==> src/rtl/sp_icache_ctrl_slave.sv <==
// Instruction-cache control slave: enable/disable/flush handshakes,
// refill tracking, fetch statistics counters.
module sp_icache_ctrl_slave #(
    parameter  int NB_OUTSTANDING = 4,
    localparam int OCNT_W         = $clog2(NB_OUTSTANDING + 1)
) (
    input  logic        clk_i,
    input  logic        rst_ni,
    input  logic        ctrl_req_enable_i,
    output logic        ctrl_ack_enable_o,
    input  logic        ctrl_req_disable_i,
    output logic        ctrl_ack_disable_o,
    input  logic        flush_req_i,
    output logic        flush_ack_o,
    input  logic        icache_is_private_i,
    output logic        private_mode_o,
    input  logic        ctrl_clear_regs_i,
    input  logic        ctrl_enable_regs_i,
    output logic [31:0] ctrl_hit_count_o,
    output logic [31:0] ctrl_trans_count_o,
    output logic [31:0] ctrl_miss_count_o,
    output logic        ctrl_pending_trans_o,
    input  logic        fetch_req_i,
    input  logic        fetch_gnt_i,
    input  logic        fetch_hit_i,
    input  logic        fetch_miss_i,
    input  logic        refill_req_i,
    input  logic        refill_gnt_i,
    input  logic        refill_rvalid_i,
    output logic        cache_enable_o,
    output logic        stall_fetch_o,
    output logic        tag_flush_req_o,
    input  logic        tag_flush_done_i
);

    typedef enum logic [2:0] {
        DISABLED,
        ENABLED,
        DRAIN_EN,
        DRAIN_DIS,
        DRAIN_FLUSH,
        FLUSH,
        ACK
    } state_e;

    localparam logic [OCNT_W-1:0] OCNT_MAX = OCNT_W'(NB_OUTSTANDING);

    state_e state_q, state_d;
    logic cache_en_q, cache_en_d;
    logic ack_en_q, ack_en_d;
    logic ack_dis_q, ack_dis_d;
    logic ack_fl_q, ack_fl_d;
    logic private_q;
    logic [OCNT_W-1:0] ocnt_q;
    logic [31:0] hit_cnt_q, trans_cnt_q, miss_cnt_q;
    logic acks_idle, ack_done, drained;
    logic refill_inc;

    assign acks_idle = ~(ack_en_q | ack_dis_q | ack_fl_q);
    assign drained   = (ocnt_q == '0);
    assign ack_done  = (ack_en_q  & ~ctrl_req_enable_i)
                     | (ack_dis_q & ~ctrl_req_disable_i)
                     | (ack_fl_q  & ~flush_req_i);

    always_comb begin
        state_d    = state_q;
        cache_en_d = cache_en_q;
        ack_en_d   = ack_en_q;
        ack_dis_d  = ack_dis_q;
        ack_fl_d   = ack_fl_q;
        case (state_q)
            DISABLED, ENABLED: begin
                if (acks_idle) begin
                    if (flush_req_i)             state_d = DRAIN_FLUSH;
                    else if (ctrl_req_disable_i) state_d = DRAIN_DIS;
                    else if (ctrl_req_enable_i)  state_d = DRAIN_EN;
                end
            end
            DRAIN_EN: begin
                if (drained) begin
                    state_d    = ACK;
                    cache_en_d = 1'b1;
                    ack_en_d   = 1'b1;
                end
            end
            DRAIN_DIS: begin
                if (drained) begin
                    state_d    = ACK;
                    cache_en_d = 1'b0;
                    ack_dis_d  = 1'b1;
                end
            end
            DRAIN_FLUSH: begin
                if (drained) state_d = FLUSH;
            end
            FLUSH: begin
                if (tag_flush_done_i) begin
                    state_d  = ACK;
                    ack_fl_d = 1'b1;
                end
            end
            ACK: begin
                // Ack is registered on entry, so it drops with the exit edge.
                if (ack_done) begin
                    ack_en_d  = 1'b0;
                    ack_dis_d = 1'b0;
                    ack_fl_d  = 1'b0;
                    state_d   = cache_en_q ? ENABLED : DISABLED;
                end
            end
            default: state_d = DISABLED;
        endcase
    end

    always_ff @(posedge clk_i or negedge rst_ni) begin
        if (!rst_ni) begin
            state_q    <= DISABLED;
            cache_en_q <= 1'b0;
            ack_en_q   <= 1'b0;
            ack_dis_q  <= 1'b0;
            ack_fl_q   <= 1'b0;
            private_q  <= 1'b0;
        end else begin
            state_q    <= state_d;
            cache_en_q <= cache_en_d;
            ack_en_q   <= ack_en_d;
            ack_dis_q  <= ack_dis_d;
            ack_fl_q   <= ack_fl_d;
            if (state_q == DISABLED) private_q <= icache_is_private_i;
        end
    end

    assign refill_inc = refill_req_i & refill_gnt_i;

    always_ff @(posedge clk_i or negedge rst_ni) begin
        if (!rst_ni) begin
            ocnt_q <= '0;
        end else if (refill_inc && !refill_rvalid_i && ocnt_q != OCNT_MAX) begin
            ocnt_q <= ocnt_q + OCNT_W'(1);
        end else if (refill_rvalid_i && !refill_inc && ocnt_q != '0) begin
            ocnt_q <= ocnt_q - OCNT_W'(1);
        end
    end

    always_ff @(posedge clk_i or negedge rst_ni) begin
        if (!rst_ni) begin
            hit_cnt_q   <= '0;
            trans_cnt_q <= '0;
            miss_cnt_q  <= '0;
        end else if (ctrl_clear_regs_i) begin
            hit_cnt_q   <= '0;
            trans_cnt_q <= '0;
            miss_cnt_q  <= '0;
        end else if (ctrl_enable_regs_i) begin
            if (fetch_hit_i && hit_cnt_q != '1)
                hit_cnt_q <= hit_cnt_q + 32'd1;
            if (fetch_req_i && fetch_gnt_i && trans_cnt_q != '1)
                trans_cnt_q <= trans_cnt_q + 32'd1;
            if (fetch_miss_i && miss_cnt_q != '1)
                miss_cnt_q <= miss_cnt_q + 32'd1;
        end
    end

    assign ctrl_ack_enable_o    = ack_en_q;
    assign ctrl_ack_disable_o   = ack_dis_q;
    assign flush_ack_o          = ack_fl_q;
    assign cache_enable_o       = cache_en_q;
    assign private_mode_o       = private_q;
    assign ctrl_hit_count_o     = hit_cnt_q;
    assign ctrl_trans_count_o   = trans_cnt_q;
    assign ctrl_miss_count_o    = miss_cnt_q;
    assign stall_fetch_o        = (state_q != DISABLED) && (state_q != ENABLED);
    assign tag_flush_req_o      = (state_q == FLUSH);
    assign ctrl_pending_trans_o = !drained
                                || state_q == DRAIN_EN || state_q == DRAIN_DIS
                                || state_q == DRAIN_FLUSH || state_q == FLUSH;

endmodule

==> config.mk <==
export PLATFORM = sky130hd
export DESIGN_NAME = sp_icache_ctrl_slave
export DESIGN_NICKNAME = d
export VERILOG_FILES = /design/src/rtl/sp_icache_ctrl_slave.sv
export SDC_FILE = /design/constraint.sdc
export NUM_CORES = 1
export LEC_CHECK = 0
export CAP_MARGIN = 20
export CORE_MARGIN = 4
export CORE_UTILIZATION = 54
export CTS_BUF_LIST = sky130_fd_sc_hd__clkbuf_8
export CTS_CLUSTER_DIAMETER = 80
export CTS_CLUSTER_SIZE = 10
export DETAILED_ROUTE_END_ITERATION = 10
export PLACE_DENSITY_LB_ADDON = 0.12
export SKIP_CTS_REPAIR_TIMING = 1
export SLEW_MARGIN = 10
export SYNTH_ARGS = -nofsm -noshare
export SYNTH_HDL_FRONTEND = slang
export SYNTH_SLANG_ARGS = --single-unit
==> constraint.sdc <==
create_clock -name clk_i -period 2.6 [get_ports clk_i]
set_clock_uncertainty 0.15 [all_clocks]
set_input_delay 0.52 -clock clk_i [delete_from_list [all_inputs] [get_ports clk_i]]
set_output_delay 0.52 -clock clk_i [all_outputs]
set_load 0.02 [all_outputs]
==> results of run 1 <==
## how the worst min path moves through the flow
stage / start / cells after the start / slack, ps / endpoint
after global placement: private_mode_o / 1 / 340 / private_mode_o
after global routing: ctrl_clear_regs_i / 2 / 390 / ctrl_miss_count_o[16]
after detailed placement: private_mode_o / 1 / 350 / private_mode_o
final: private_mode_o / 1 / 370 / private_mode_o
after floorplan: rst_ni / 0 / 70 / cache_enable_o
after CTS: rst_ni / 1 / -40 / ctrl_trans_count_o[12]
## routing by layer
metal / routed length (um) / share of wire, % / vias up
met4: 256 / 1.6 / 0
met2: 8030 / 49 / 215
met5: 0 / 0 / -
met3: 971 / 5.9 / 21
li1: - / - / 2843
met1: 7140 / 44 / 2947
## cell type report
class | count | area (um2)
Multi-Input combinational cell | 516 | 3200
Fill cell | 832 | 2990
Sequential cell | 107 | 2680
Timing Repair Buffer | 165 | 1570
Tap cell | 140 | 175
Clock buffer | 10 | 138
Inverter | 21 | 78.8
Clock inverter | 6 | 57.6
## cells in the final DEF (no fill, tap or decap), drive strengths merged, types with 9 or more instances in the layout
cell	synthesis	routed
or3	41	41
nand2	45	45
nand3	39	39
nor4	14	14
o21ai	50	50
nand4	29	29
a31oi	9	9
inv	21	23
o31ai	19	19
clkdlybuf4s50	0	116
nor2	46	46
nor2b	11	11
a21oi	73	73
mux2	10	10
dfrtp	107	107
and4	14	14
clkbuf	23	10
xnor2	22	22
buf	5	47
or4	23	23
## worst reg2reg max path, delay by kind of cell (launching register included)
kind | cells | cell delay, ps
flops | 1 | 430
simple gates | 4 | 1350
compound gates | 1 | 160
fa+ha+maj | 1 | 250
## cell usage after synthesis, types with 4 or more instances
cell      count  area [um2]
a31oi_1       9        56.3
buf_2         5        25.0
or4_1        22         165
o211ai_1      4        30.0
nand4_1      27         169
or2_2         4        25.0
nor4_1       11        68.8
and4_1       14         123
o21ai_0      50         250
nor3_1        5        25.0
xnor2_1      22         193
a211oi_1      8        60.1
nand3_1      39         195
dfrtp_1     107        2680
and2_1        5        31.3
clkbuf_1     23        86.3
inv_1        21        78.8
or3_1        40         250
o31ai_1      18         135
nor2_1       46         173
nor2b_1      11        68.8
a21oi_1      73         365
mux2_2       10         113
and3_1        8        50.1
nand2_1      45         169
## through the flow
step,utilization [%],TNS [ps],hold slack [ps]
floorplan,-,0,74.4
global route,72.5,-29.4,388
finish,72.5,0,367
CTS,72.3,-67.3,-36.6
detailed placement,70.5,-2570,350
global placement,70.5,-1590,340
## report_power, final
group	internal (uW)	total [uW]	switching, uW
combinational	150	340	190
sequential	1690	1760	64.9
clock	464	1040	578
## logic make-up after synthesis
| logic type | Yosys count |
|---|---|
| mux | 11 |
| flops | 107 |
| compound gates | 186 |
| fa+ha+maj | 4 |
| simple gates | 292 |
| xor+xnor | 23 |
| buf+inv | 49 |
## sequential cells by signal, indices dropped and copies added (netlist names), 3 cells and up
signal,cells
state_q,3
ctrl_trans_count_o,32
ctrl_miss_count_o,32
ocnt_q,3
ctrl_hit_count_o,32
==> metrics, run 1 <==
run status=complete, no violations; Least-Margin Pin Slew=597 ps; crit-path cells=clkdlybuf4s50_1 > nand4_1 > or4_1 > or3_4 > or3_1 > a21oi_1; largest net degree at the start of global routing=40; flops & latches, synth=107; vias post-DR=6026; synthesized area=6050 um2; fin nets=840; drt drc=0; static leakage=0.00294 uW; 1st-pass router iterations=5; Compound-Gate Fraction of Synth Area=18.6%; HP Class=flip-flop to flip-flop; P per Cell Area=397 nW/um2; total wire length=16400 um; Die Area=13000 um2; post-synthesis sequential area ratio=44.2%; clk_lat worst skew=390 ps; Synth warnings=0; clk sinks=107; CP Max Fanout=3; quantity of I/O buffers inserted on ports=119; fraction of layout cells with a size suffix above 1=11.4%; CTS tree=done; worst reg2reg path depth=6; CTS Buf Count=9; Worst path depth=6; Post-Synthesis Cells=672; Final Instance Area=7900 um2; dpl ws=-235 ps; minimum clock period=2470 ps; WL/cell=17.0 um; Crit. End Element=flip-flop; fmax=405 MHz; CTS max path bufs=2; worst r2r src=ctrl_hit_count_o[0]; Worst IR Drop VDD=339 uV; syn_area_per_cell=9.01 um2; total global-route track usage=25.7%; # rows=38; Finish-stage setup viols=0; Critical Path End=ctrl_hit_count_o[30]; Slew HR=59.1%; routing usage on met2=42.1%; FFs w/ async S/R, synth=100%; Slew Viols, Final=0; syn nets=692; R2R Setup Slk=210 ps; critical setup path kind=input port to flip-flop; Max stage delay on crit path=580 ps; post-route worst setup slack=133 ps; post-synthesis xor/xnor area fraction=3.33%; Area Overhead vs Synth=30.4%; HPWL after DPL=11800 um; H-Tree Depth=3; ant diodes=0; vias in the first global route=5833; Final Power=3140 uW; number of flops mapped to enable cells by yosys=0; Final Hold Viols=0; post-synthesis cell type count=59; Root Driver=clkbuf_8; met3 Usage GRT=4.30%; Top FF cell, synth=dfrtp_1; die span in x=114 um; reg2reg end=ctrl_hit_count_o[30]; Core Box Area=10900 um2; Synth Area in Adders=0.951%; DRT iter0 DRCs=504; Post-DRT Antenna Nets=0; Placed Instances=948; CP Launch Point=ctrl_enable_regs_i; non-filler instance count after layout=965; Post-DP Area=7680 um2; global-route wire length before repair=27600 um; gr ovfl total=0; Slowest-stage cell, CP=clkdlybuf4s50_1; initial antenna violation count=0; post-synthesis mux area share=2.03%; worst path bufs/invs=1; die height=114 um; Initial Util=55.6%; clk slew on worst S/H paths=100 ps; largest family of logic cells by synthesized area=simple AND/OR/NAND/NOR gates; max cap viols=0; gpl congestion=0.944; WP data required=2770 ps; Synth Area in Simple Gates=27.8%; CP Launch Type=input port; cell family with most CP delay=simple AND/OR/NAND/NOR gates; most used routing layer=met2; CP Data Arrival Time=2640 ps; M1 GR Usage=34.3%; Top Ports=120; Period Utilization, post-route=94.9%; vias per cell=6.24
No activity file was read; power rests on OpenSTA's default activity.
==> inputs of run 2 (changes only) <==
- SLEW_MARGIN: 10 -> not set
==> results of run 2 <==
Same layout as run 1: the final DEF is identical, and so are final timing and power.
